[config.mk]
export PLATFORM = sky130hd
export DESIGN_NAME = cpu_run_monitor
export DESIGN_NICKNAME = d
export VERILOG_FILES = /design/src/rtl/cpu_tb_pkg.sv /design/src/rtl/pc_trace_ring.sv /design/src/rtl/cpu_run_monitor.sv
export SDC_FILE = /design/constraint.sdc
export NUM_CORES = 1
export LEC_CHECK = 0
export BUFFER_PORTS_ARGS = -buffer_cell sky130_fd_sc_hd__buf_2
export CAP_MARGIN = 20
export CORE_UTILIZATION = 25
export DETAILED_ROUTE_END_ITERATION = 8
export GPL_ROUTABILITY_DRIVEN = 0
export PLACE_DENSITY = 0.47
export REMOVE_ABC_BUFFERS = 1
export SLEW_MARGIN = 20
export SYNTH_ARGS = -nofsm -noshare
export SYNTH_HDL_FRONTEND = slang
export SYNTH_SLANG_ARGS = --single-unit
[constraint.sdc]
create_clock -name clk -period 3.1 [get_ports clk]
set_clock_uncertainty 0.05 [all_clocks]
set_input_delay 0.155 -clock clk [delete_from_list [all_inputs] [get_ports clk]]
set_output_delay 0.155 -clock clk [all_outputs]
set_load 0.02 [all_outputs]
[src/rtl/cpu_tb_pkg.sv]
// Shared types and constants for the CPU run monitor and its trace ring.
package cpu_tb_pkg;

  typedef enum logic [1:0] {
    ST_IDLE = 2'd0,
    ST_HOLD = 2'd1,
    ST_RUN  = 2'd2,
    ST_DONE = 2'd3
  } run_state_t;

  localparam int TRACE_DEPTH = 8;
  localparam int TRACE_IDX_W = 3;

endpackage

[src/rtl/pc_trace_ring.sv]
// Ring of the last TRACE_DEPTH written pc values with a registered
// read port indexed from the most recent entry (rd_idx = 0).
module pc_trace_ring
  import cpu_tb_pkg::*;
#(
  parameter int XLEN = 32
) (
  input  logic                   clk,
  input  logic                   reset,
  input  logic                   clear,
  input  logic                   wr_en,
  input  logic [XLEN-1:0]        wr_data,
  input  logic [TRACE_IDX_W-1:0] rd_idx,
  output logic [XLEN-1:0]        rd_data
);

  logic [XLEN-1:0]        mem_r [TRACE_DEPTH];
  logic [TRACE_IDX_W-1:0] wptr_r;
  logic [TRACE_IDX_W-1:0] rd_addr_s;

  // Newest entry sits one slot behind the write pointer; wraps modulo depth.
  always_comb begin
    rd_addr_s = wptr_r - TRACE_IDX_W'(1) - rd_idx;
  end

  // Write pointer, storage and registered read port.
  always_ff @(posedge clk) begin
    if (reset) begin
      wptr_r  <= '0;
      rd_data <= '0;
      for (int i = 0; i < TRACE_DEPTH; i++) begin
        mem_r[i] <= '0;
      end
    end else begin
      if (clear) begin
        wptr_r <= '0;
      end else if (wr_en) begin
        mem_r[wptr_r] <= wr_data;
        wptr_r        <= wptr_r + TRACE_IDX_W'(1);
      end else begin
        wptr_r <= wptr_r;
      end
      rd_data <= mem_r[rd_addr_s];
    end
  end

endmodule

[src/rtl/cpu_run_monitor.sv]
// Run controller for a single-cycle CPU: sequences the CPU reset, watches
// pc / x31 for a halt and reports pass, fail or timeout.
// Optional feature macro: CPU_RUN_MONITOR_PCTRACE_EN adds a ring of the
// last 8 distinct RUN-phase pc values with a registered read port.
module cpu_run_monitor
  import cpu_tb_pkg::*;
#(
  parameter int              XLEN          = 32,
  parameter int              RESET_CYCLES  = 3,
  parameter int              STABLE_CYCLES = 4,
  parameter int              TIMEOUT       = 1024,
  parameter logic [XLEN-1:0] PASS_VALUE    = XLEN'(1)
) (
  input  logic                   clk,
  input  logic                   reset,
  input  logic                   start,
  input  logic [XLEN-1:0]        pc,
  input  logic [XLEN-1:0]        x31,
  output logic                   cpu_reset,
  output logic                   done,
  output logic                   pass,
  output logic                   timeout,
  output logic [31:0]            cycle_count
`ifdef CPU_RUN_MONITOR_PCTRACE_EN
  ,
  input  logic [TRACE_IDX_W-1:0] trace_idx,
  output logic [XLEN-1:0]        trace_pc
`endif
);

  run_state_t      state_r;
  run_state_t      next_state_s;
  logic [31:0]     hold_cnt_r;
  logic [31:0]     stable_cnt_r;
  logic [XLEN-1:0] pc_q_r;
  logic            first_s;
  logic            same_s;
  logic            halt_s;
  logic            tout_s;

  // Next-state logic plus halt / timeout detection in RUN.
  always_comb begin
    next_state_s = state_r;
    halt_s       = 1'b0;
    tout_s       = 1'b0;
    // cycle_count is zeroed on RUN entry, so zero marks the first RUN cycle,
    // where pc_q still holds a stale value and must not count as stable.
    first_s      = (cycle_count == 32'd0);
    same_s       = (pc == pc_q_r) && !first_s;
    case (state_r)
      ST_IDLE: begin
        if (start) next_state_s = ST_HOLD;
        else       next_state_s = ST_IDLE;
      end
      ST_HOLD: begin
        if (hold_cnt_r == 32'd0) next_state_s = ST_RUN;
        else                     next_state_s = ST_HOLD;
      end
      ST_RUN: begin
        halt_s = same_s && (stable_cnt_r == 32'(STABLE_CYCLES - 1));
        tout_s = !halt_s && (cycle_count == 32'(TIMEOUT - 1));
        if (halt_s || tout_s) next_state_s = ST_DONE;
        else                  next_state_s = ST_RUN;
      end
      ST_DONE: begin
        if (start) next_state_s = ST_HOLD;
        else       next_state_s = ST_DONE;
      end
      default: next_state_s = ST_IDLE;
    endcase
  end

  // State register, counters and registered verdict outputs.
  always_ff @(posedge clk) begin
    if (reset) begin
      state_r      <= ST_IDLE;
      hold_cnt_r   <= 32'd0;
      stable_cnt_r <= 32'd0;
      pc_q_r       <= '0;
      cpu_reset    <= 1'b1;
      done         <= 1'b0;
      pass         <= 1'b0;
      timeout      <= 1'b0;
      cycle_count  <= 32'd0;
    end else begin
      state_r   <= next_state_s;
      cpu_reset <= (next_state_s != ST_RUN);
      done      <= (next_state_s == ST_DONE);
      case (state_r)
        ST_IDLE: begin
          if (start) hold_cnt_r <= 32'(RESET_CYCLES - 1);
        end
        ST_HOLD: begin
          if (hold_cnt_r == 32'd0) begin
            cycle_count  <= 32'd0;
            stable_cnt_r <= 32'd0;
            pass         <= 1'b0;
            timeout      <= 1'b0;
          end else begin
            hold_cnt_r <= hold_cnt_r - 32'd1;
          end
        end
        ST_RUN: begin
          cycle_count  <= cycle_count + 32'd1;
          pc_q_r       <= pc;
          stable_cnt_r <= same_s ? (stable_cnt_r + 32'd1) : 32'd0;
          if (halt_s) begin
            pass <= (x31 == PASS_VALUE);
          end else if (tout_s) begin
            timeout <= 1'b1;
            pass    <= 1'b0;
          end
        end
        ST_DONE: begin
          if (start) begin
            hold_cnt_r <= 32'(RESET_CYCLES - 1);
            pass       <= 1'b0;
            timeout    <= 1'b0;
          end
        end
        default: begin
          hold_cnt_r <= 32'd0;
        end
      endcase
    end
  end

`ifdef CPU_RUN_MONITOR_PCTRACE_EN
  logic trace_clear_s;
  logic trace_wr_s;

  // Ring restarts on every HOLD entry and records only pc changes in RUN.
  always_comb begin
    trace_clear_s = (next_state_s == ST_HOLD) && (state_r != ST_HOLD);
    trace_wr_s    = (state_r == ST_RUN) && (pc != pc_q_r);
  end

  pc_trace_ring #(
    .XLEN (XLEN)
  ) u_trace (
    .clk     (clk),
    .reset   (reset),
    .clear   (trace_clear_s),
    .wr_en   (trace_wr_s),
    .wr_data (pc),
    .rd_idx  (trace_idx),
    .rd_data (trace_pc)
  );
`endif

endmodule

==> run_summary.xml <==
<?xml version="1.0" encoding="UTF-8"?>
<metrics>
  <group name="yosys">
    <metric name="ys_seq_elements" unit="">134</metric>
    <metric name="synth_top_cells_by_area" unit="">sky130_fd_sc_hd__dfxtp_1 41%, sky130_fd_sc_hd__xnor2_1 9.4%, sky130_fd_sc_hd__nor2_1 7.3%</metric>
    <metric name="synth.distinct_cells" unit="">56</metric>
    <metric name="postSynthCellCount" unit="">755</metric>
    <metric name="post_synth_instance_area" unit="mm2">0.00652</metric>
    <metric name="synthFlopType" unit="">sky130_fd_sc_hd__dfxtp_1</metric>
    <metric name="number_of_enable_flip_flop_cells_after_synthesis" unit="">0</metric>
    <metric name="async_reset_ff_share" unit="%">0</metric>
    <metric name="synthTopCellsByCount" unit="">134 x sky130_fd_sc_hd__dfxtp_1, 126 x sky130_fd_sc_hd__nor2_1, 70 x sky130_fd_sc_hd__xnor2_1</metric>
    <metric name="synthesis.yosys.warnings" unit="">0</metric>
    <metric name="synth_sequential_area_ratio" unit="%">41.2</metric>
    <metric name="post-synth-top-area-cell" unit="">sky130_fd_sc_hd__dfxtp_1</metric>
    <metric name="netlist.area_leader.share" unit="%">41.2</metric>
    <metric name="library_cell_with_the_highest_instance_count_after_synthesis" unit="">sky130_fd_sc_hd__dfxtp_1</metric>
    <metric name="postSynthAreaPerCell" unit="um2">8.63</metric>
  </group>
  <group name="sta">
    <metric name="grt_setup_unrepaired" unit="">no</metric>
    <metric name="post_route_clock_period_utilization" unit="%">91.8</metric>
    <metric name="finalHoldViolCount" unit="">0</metric>
    <metric name="min_period" unit="ps">2840</metric>
    <metric name="finalSetupViolations" unit="">0</metric>
    <metric name="final_slew_viol_count" unit="">0</metric>
    <metric name="finalSetupTns" unit="ps">0</metric>
    <metric name="whs" unit="ps">104</metric>
    <metric name="worst_slack" unit="ps">255</metric>
    <metric name="timing.slew.headroom" unit="%">53.9</metric>
    <metric name="worstMarginPinSlew" unit="ps">689</metric>
    <metric name="achievable_clock_frequency" unit="MHz">352</metric>
  </group>
  <group name="global_route">
    <metric name="grt_pass1_wl" unit="um">27200</metric>
    <metric name="number_of_antenna_violations_at_the_first_check_in_global_routing" unit="">0</metric>
    <metric name="first_global_vias" unit="">5383</metric>
    <metric name="grt_max_degree" unit="">39</metric>
    <metric name="globalRoute.totalOverflow" unit="">0</metric>
    <metric name="globalRouteTotalUtil" unit="%">12.8</metric>
  </group>
  <group name="floorplanning">
    <metric name="placement_rows" unit="">58</metric>
    <metric name="die_area" unit="mm2">0.0267</metric>
    <metric name="die-height" unit="um">163</metric>
    <metric name="fp.coreArea" unit="mm2">0.0254</metric>
    <metric name="start_util" unit="%">25.7</metric>
    <metric name="boundaryPins" unit="">103</metric>
    <metric name="die_w" unit="um">163</metric>
  </group>
  <group name="clock_tree">
    <metric name="root_buffer" unit="">sky130_fd_sc_hd__clkbuf_16</metric>
    <metric name="tritoncts" unit="">yes</metric>
    <metric name="worstSkewPairLatency" unit="ps">430</metric>
    <metric name="path_clk_slew" unit="ps">70</metric>
    <metric name="cts.htree.levels" unit="">4</metric>
    <metric name="clock_sinks" unit="">134</metric>
    <metric name="cts.path.max_buffers" unit="">2</metric>
    <metric name="tritoncts.num_buffers" unit="">17</metric>
    <metric name="cts.repair.resized" unit="">0</metric>
  </group>
  <group name="setup_path">
    <metric name="cp_data_required_time" unit="ps">3390</metric>
    <metric name="master_of_the_slowest_instance_on_the_critical_path" unit="">sky130_fd_sc_hd__or4_1</metric>
    <metric name="critPathMaxStageDelay" unit="ps">590</metric>
    <metric name="worst-endpoint-arrival" unit="ps">3140</metric>
    <metric name="ff2ff_setup_slack" unit="ps">260</metric>
    <metric name="critical_path.endpoint_type" unit="">flop</metric>
    <metric name="crit_chain" unit="">or4_1 -&gt; nand4bb_1 -&gt; o31ai_2 -&gt; buf_4 -&gt; nand2_1 -&gt; nor3_4 -&gt; buf_4 -&gt; nand3b_1 -&gt; o31ai_1</metric>
    <metric name="cpLargestDelayFamily" unit="">simple AND/OR/NAND/NOR gates</metric>
    <metric name="critical_path_buf_inv_count" unit="">2</metric>
    <metric name="critical_path.startpoint_type" unit="">flop</metric>
    <metric name="critical_path_class" unit="">flop to flop</metric>
    <metric name="worst_path_fanout_max" unit="">9</metric>
    <metric name="crit_path_frequent_cell" unit="">sky130_fd_sc_hd__buf_4</metric>
  </group>
  <group name="final_layout">
    <metric name="antenna_cells_inserted" unit="">0</metric>
    <metric name="layout-area-overhead-vs-synth" unit="%">29.5</metric>
    <metric name="finish.utilization" unit="%">33.2</metric>
    <metric name="drive_above_1_share" unit="%">18.2</metric>
    <metric name="num-nets-final" unit="">979</metric>
  </group>
  <group name="status">
    <metric name="status" unit="">completed</metric>
  </group>
  <group name="drt">
    <metric name="drtAntennaViolNets" unit="">0</metric>
    <metric name="initialDrtViolationCount" unit="">271</metric>
    <metric name="wl_per_cell" unit="um">13.2</metric>
    <metric name="viasPerCell" unit="">4.58</metric>
    <metric name="final_routed_wirelength_across_all_metal_layers" unit="um">16500</metric>
    <metric name="firstDrtPassIters" unit="">4</metric>
    <metric name="post-route-drc-count" unit="">0</metric>
    <metric name="detailroute.via_count" unit="">5713</metric>
  </group>
  <group name="min_path">
    <metric name="min_path_type" unit="">input pin to flop</metric>
  </group>
  <group name="pwr">
    <metric name="power.share.switching" unit="%">36.7</metric>
    <metric name="worst_ir_drop_vdd" unit="mV">0.448</metric>
    <metric name="sequentialPowerShare" unit="%">33.0</metric>
    <metric name="cellLeakagePower" unit="uW">0.00316</metric>
    <metric name="clock_power_share" unit="%">32.3</metric>
    <metric name="design_power_total" unit="uW">6440</metric>
    <metric name="p_sw" unit="uW">2370</metric>
    <metric name="int_pwr" unit="uW">4080</metric>
    <metric name="share_comb_of_total_power" unit="%">34.7</metric>
    <metric name="p_per_cell_area" unit="mW/mm2">764</metric>
  </group>
  <group name="place">
    <metric name="place_hpwl" unit="um">11600</metric>
    <metric name="post-place-ws" unit="ps">199</metric>
    <metric name="buffer_ports.inserted" unit="">102</metric>
  </group>
  <group name="flow_run">
    <metric name="max_cap_violations" unit="">0</metric>
  </group>
</metrics>
-- power groups by stage --
stage	clock [uW]	combinational (uW)	sequential [uW]
CTS	2150	2270	2130
global placement	0	2220	2160
floorplan	0	1610	2130
finish	2080	2240	2130
global route	2220	2510	2170
detailed placement	0	2220	2160
-- per-layer routing --
layer / GRT usage [%] / share of wire, % / vias up
li1: - / - / 2983
met1: 17.2 / 51 / 2621
met2: 20.2 / 44 / 105
met3: 3.33 / 4.3 / 4
met4: 3.48 / 0.58 / 0
met5: 0 / 0 / -
-- worst reg2reg max path, cell delays in order, from the launching register on --
cell	delay [ps]
sky130_fd_sc_hd__dfxtp_1	350
sky130_fd_sc_hd__or4_1	590
sky130_fd_sc_hd__nand4bb_1	290
sky130_fd_sc_hd__o31ai_2	280
sky130_fd_sc_hd__buf_4	190
sky130_fd_sc_hd__nand2_1	110
sky130_fd_sc_hd__nor3_4	270
sky130_fd_sc_hd__buf_4	220
sky130_fd_sc_hd__nand3b_1	190
sky130_fd_sc_hd__o31ai_1	240
-- final timing paths --
path / start / to / cells after the start
worst max-delay path: hold_cnt_r[7]$_SDFFE_PP0P_ / stable_cnt_r[26]$_SDFFE_PP0P_ / 9
worst min-delay path: reset / pc_q_r[16]$_SDFFE_PP0P_ / 2
worst max register to register: hold_cnt_r[7]$_SDFFE_PP0P_ / stable_cnt_r[26]$_SDFFE_PP0P_ / 9
worst min register to register: hold_cnt_r[31]$_SDFFE_PP0P_ / hold_cnt_r[31]$_SDFFE_PP0P_ / 2
-- logic make-up (layout without fill, tap and decap cells) --
family	Yosys count	in the layout	synth area share, %
simple gates	369	369	29.4
flops	134	134	41.2
buf+inv	44	206	2.69
fa+ha+maj	8	8	1.54
xor+xnor	101	101	13.6
mux	32	32	4.92
compound gates	67	67	6.68
-- repair_timing --
item,CTS,global route
buffers inserted,0,0
endpoints found under the hold margin,33,0
hold buffers,33,0
setup endpoints to repair,0,0
-- flip-flops by register name (all words and copies together), names as in the netlist --
register and count:
pass 1, stable_cnt_r 32, done 1, pc_q_r 32, timeout 1, hold_cnt_r 32, cpu_reset 1, cycle_count 32
state_r 2
-- per-stage QoR --
step / std cells / cell area, um2
5_1_grt: 1247 / 8440
3_3_place_gp: 1182 / 7500
4_1_cts: 1247 / 8430
2_1_floorplan: 729 / 6410
3_5_place_dp: 1182 / 7500
6_report: 1247 / 8440
-- cells in the final DEF (no fill, tap or decap), types with 21 or more instances in the layout --
| master | Yosys | layout |
|---|---|---|
| sky130_fd_sc_hd__dfxtp_1 | 134 | 134 |
| sky130_fd_sc_hd__nor2_1 | 126 | 126 |
| sky130_fd_sc_hd__buf_2 | 2 | 102 |
| sky130_fd_sc_hd__xnor2_1 | 70 | 70 |
| sky130_fd_sc_hd__nand2_1 | 37 | 37 |
| sky130_fd_sc_hd__nor4_1 | 35 | 35 |
| sky130_fd_sc_hd__nand3_1 | 35 | 35 |
| sky130_fd_sc_hd__dlygate4sd3_1 | 0 | 33 |
| sky130_fd_sc_hd__mux2i_1 | 32 | 32 |
| sky130_fd_sc_hd__nor3_1 | 31 | 31 |
| sky130_fd_sc_hd__xor2_1 | 31 | 31 |
| sky130_fd_sc_hd__nand4_1 | 26 | 26 |
| sky130_fd_sc_hd__a21oi_1 | 21 | 21 |
| sky130_fd_sc_hd__buf_4 | 0 | 21 |
-- final cells by class --
cell class	count	area [um2]
multi-input combinational	577	3680
sequential	134	2680
timing repair buffer	156	998
clock inverter	15	173
inverter	18	67.6
tap	330	413
fill	2694	17000
clock buffer	17	425
Note: power is estimated with default switching activity, not from simulation.
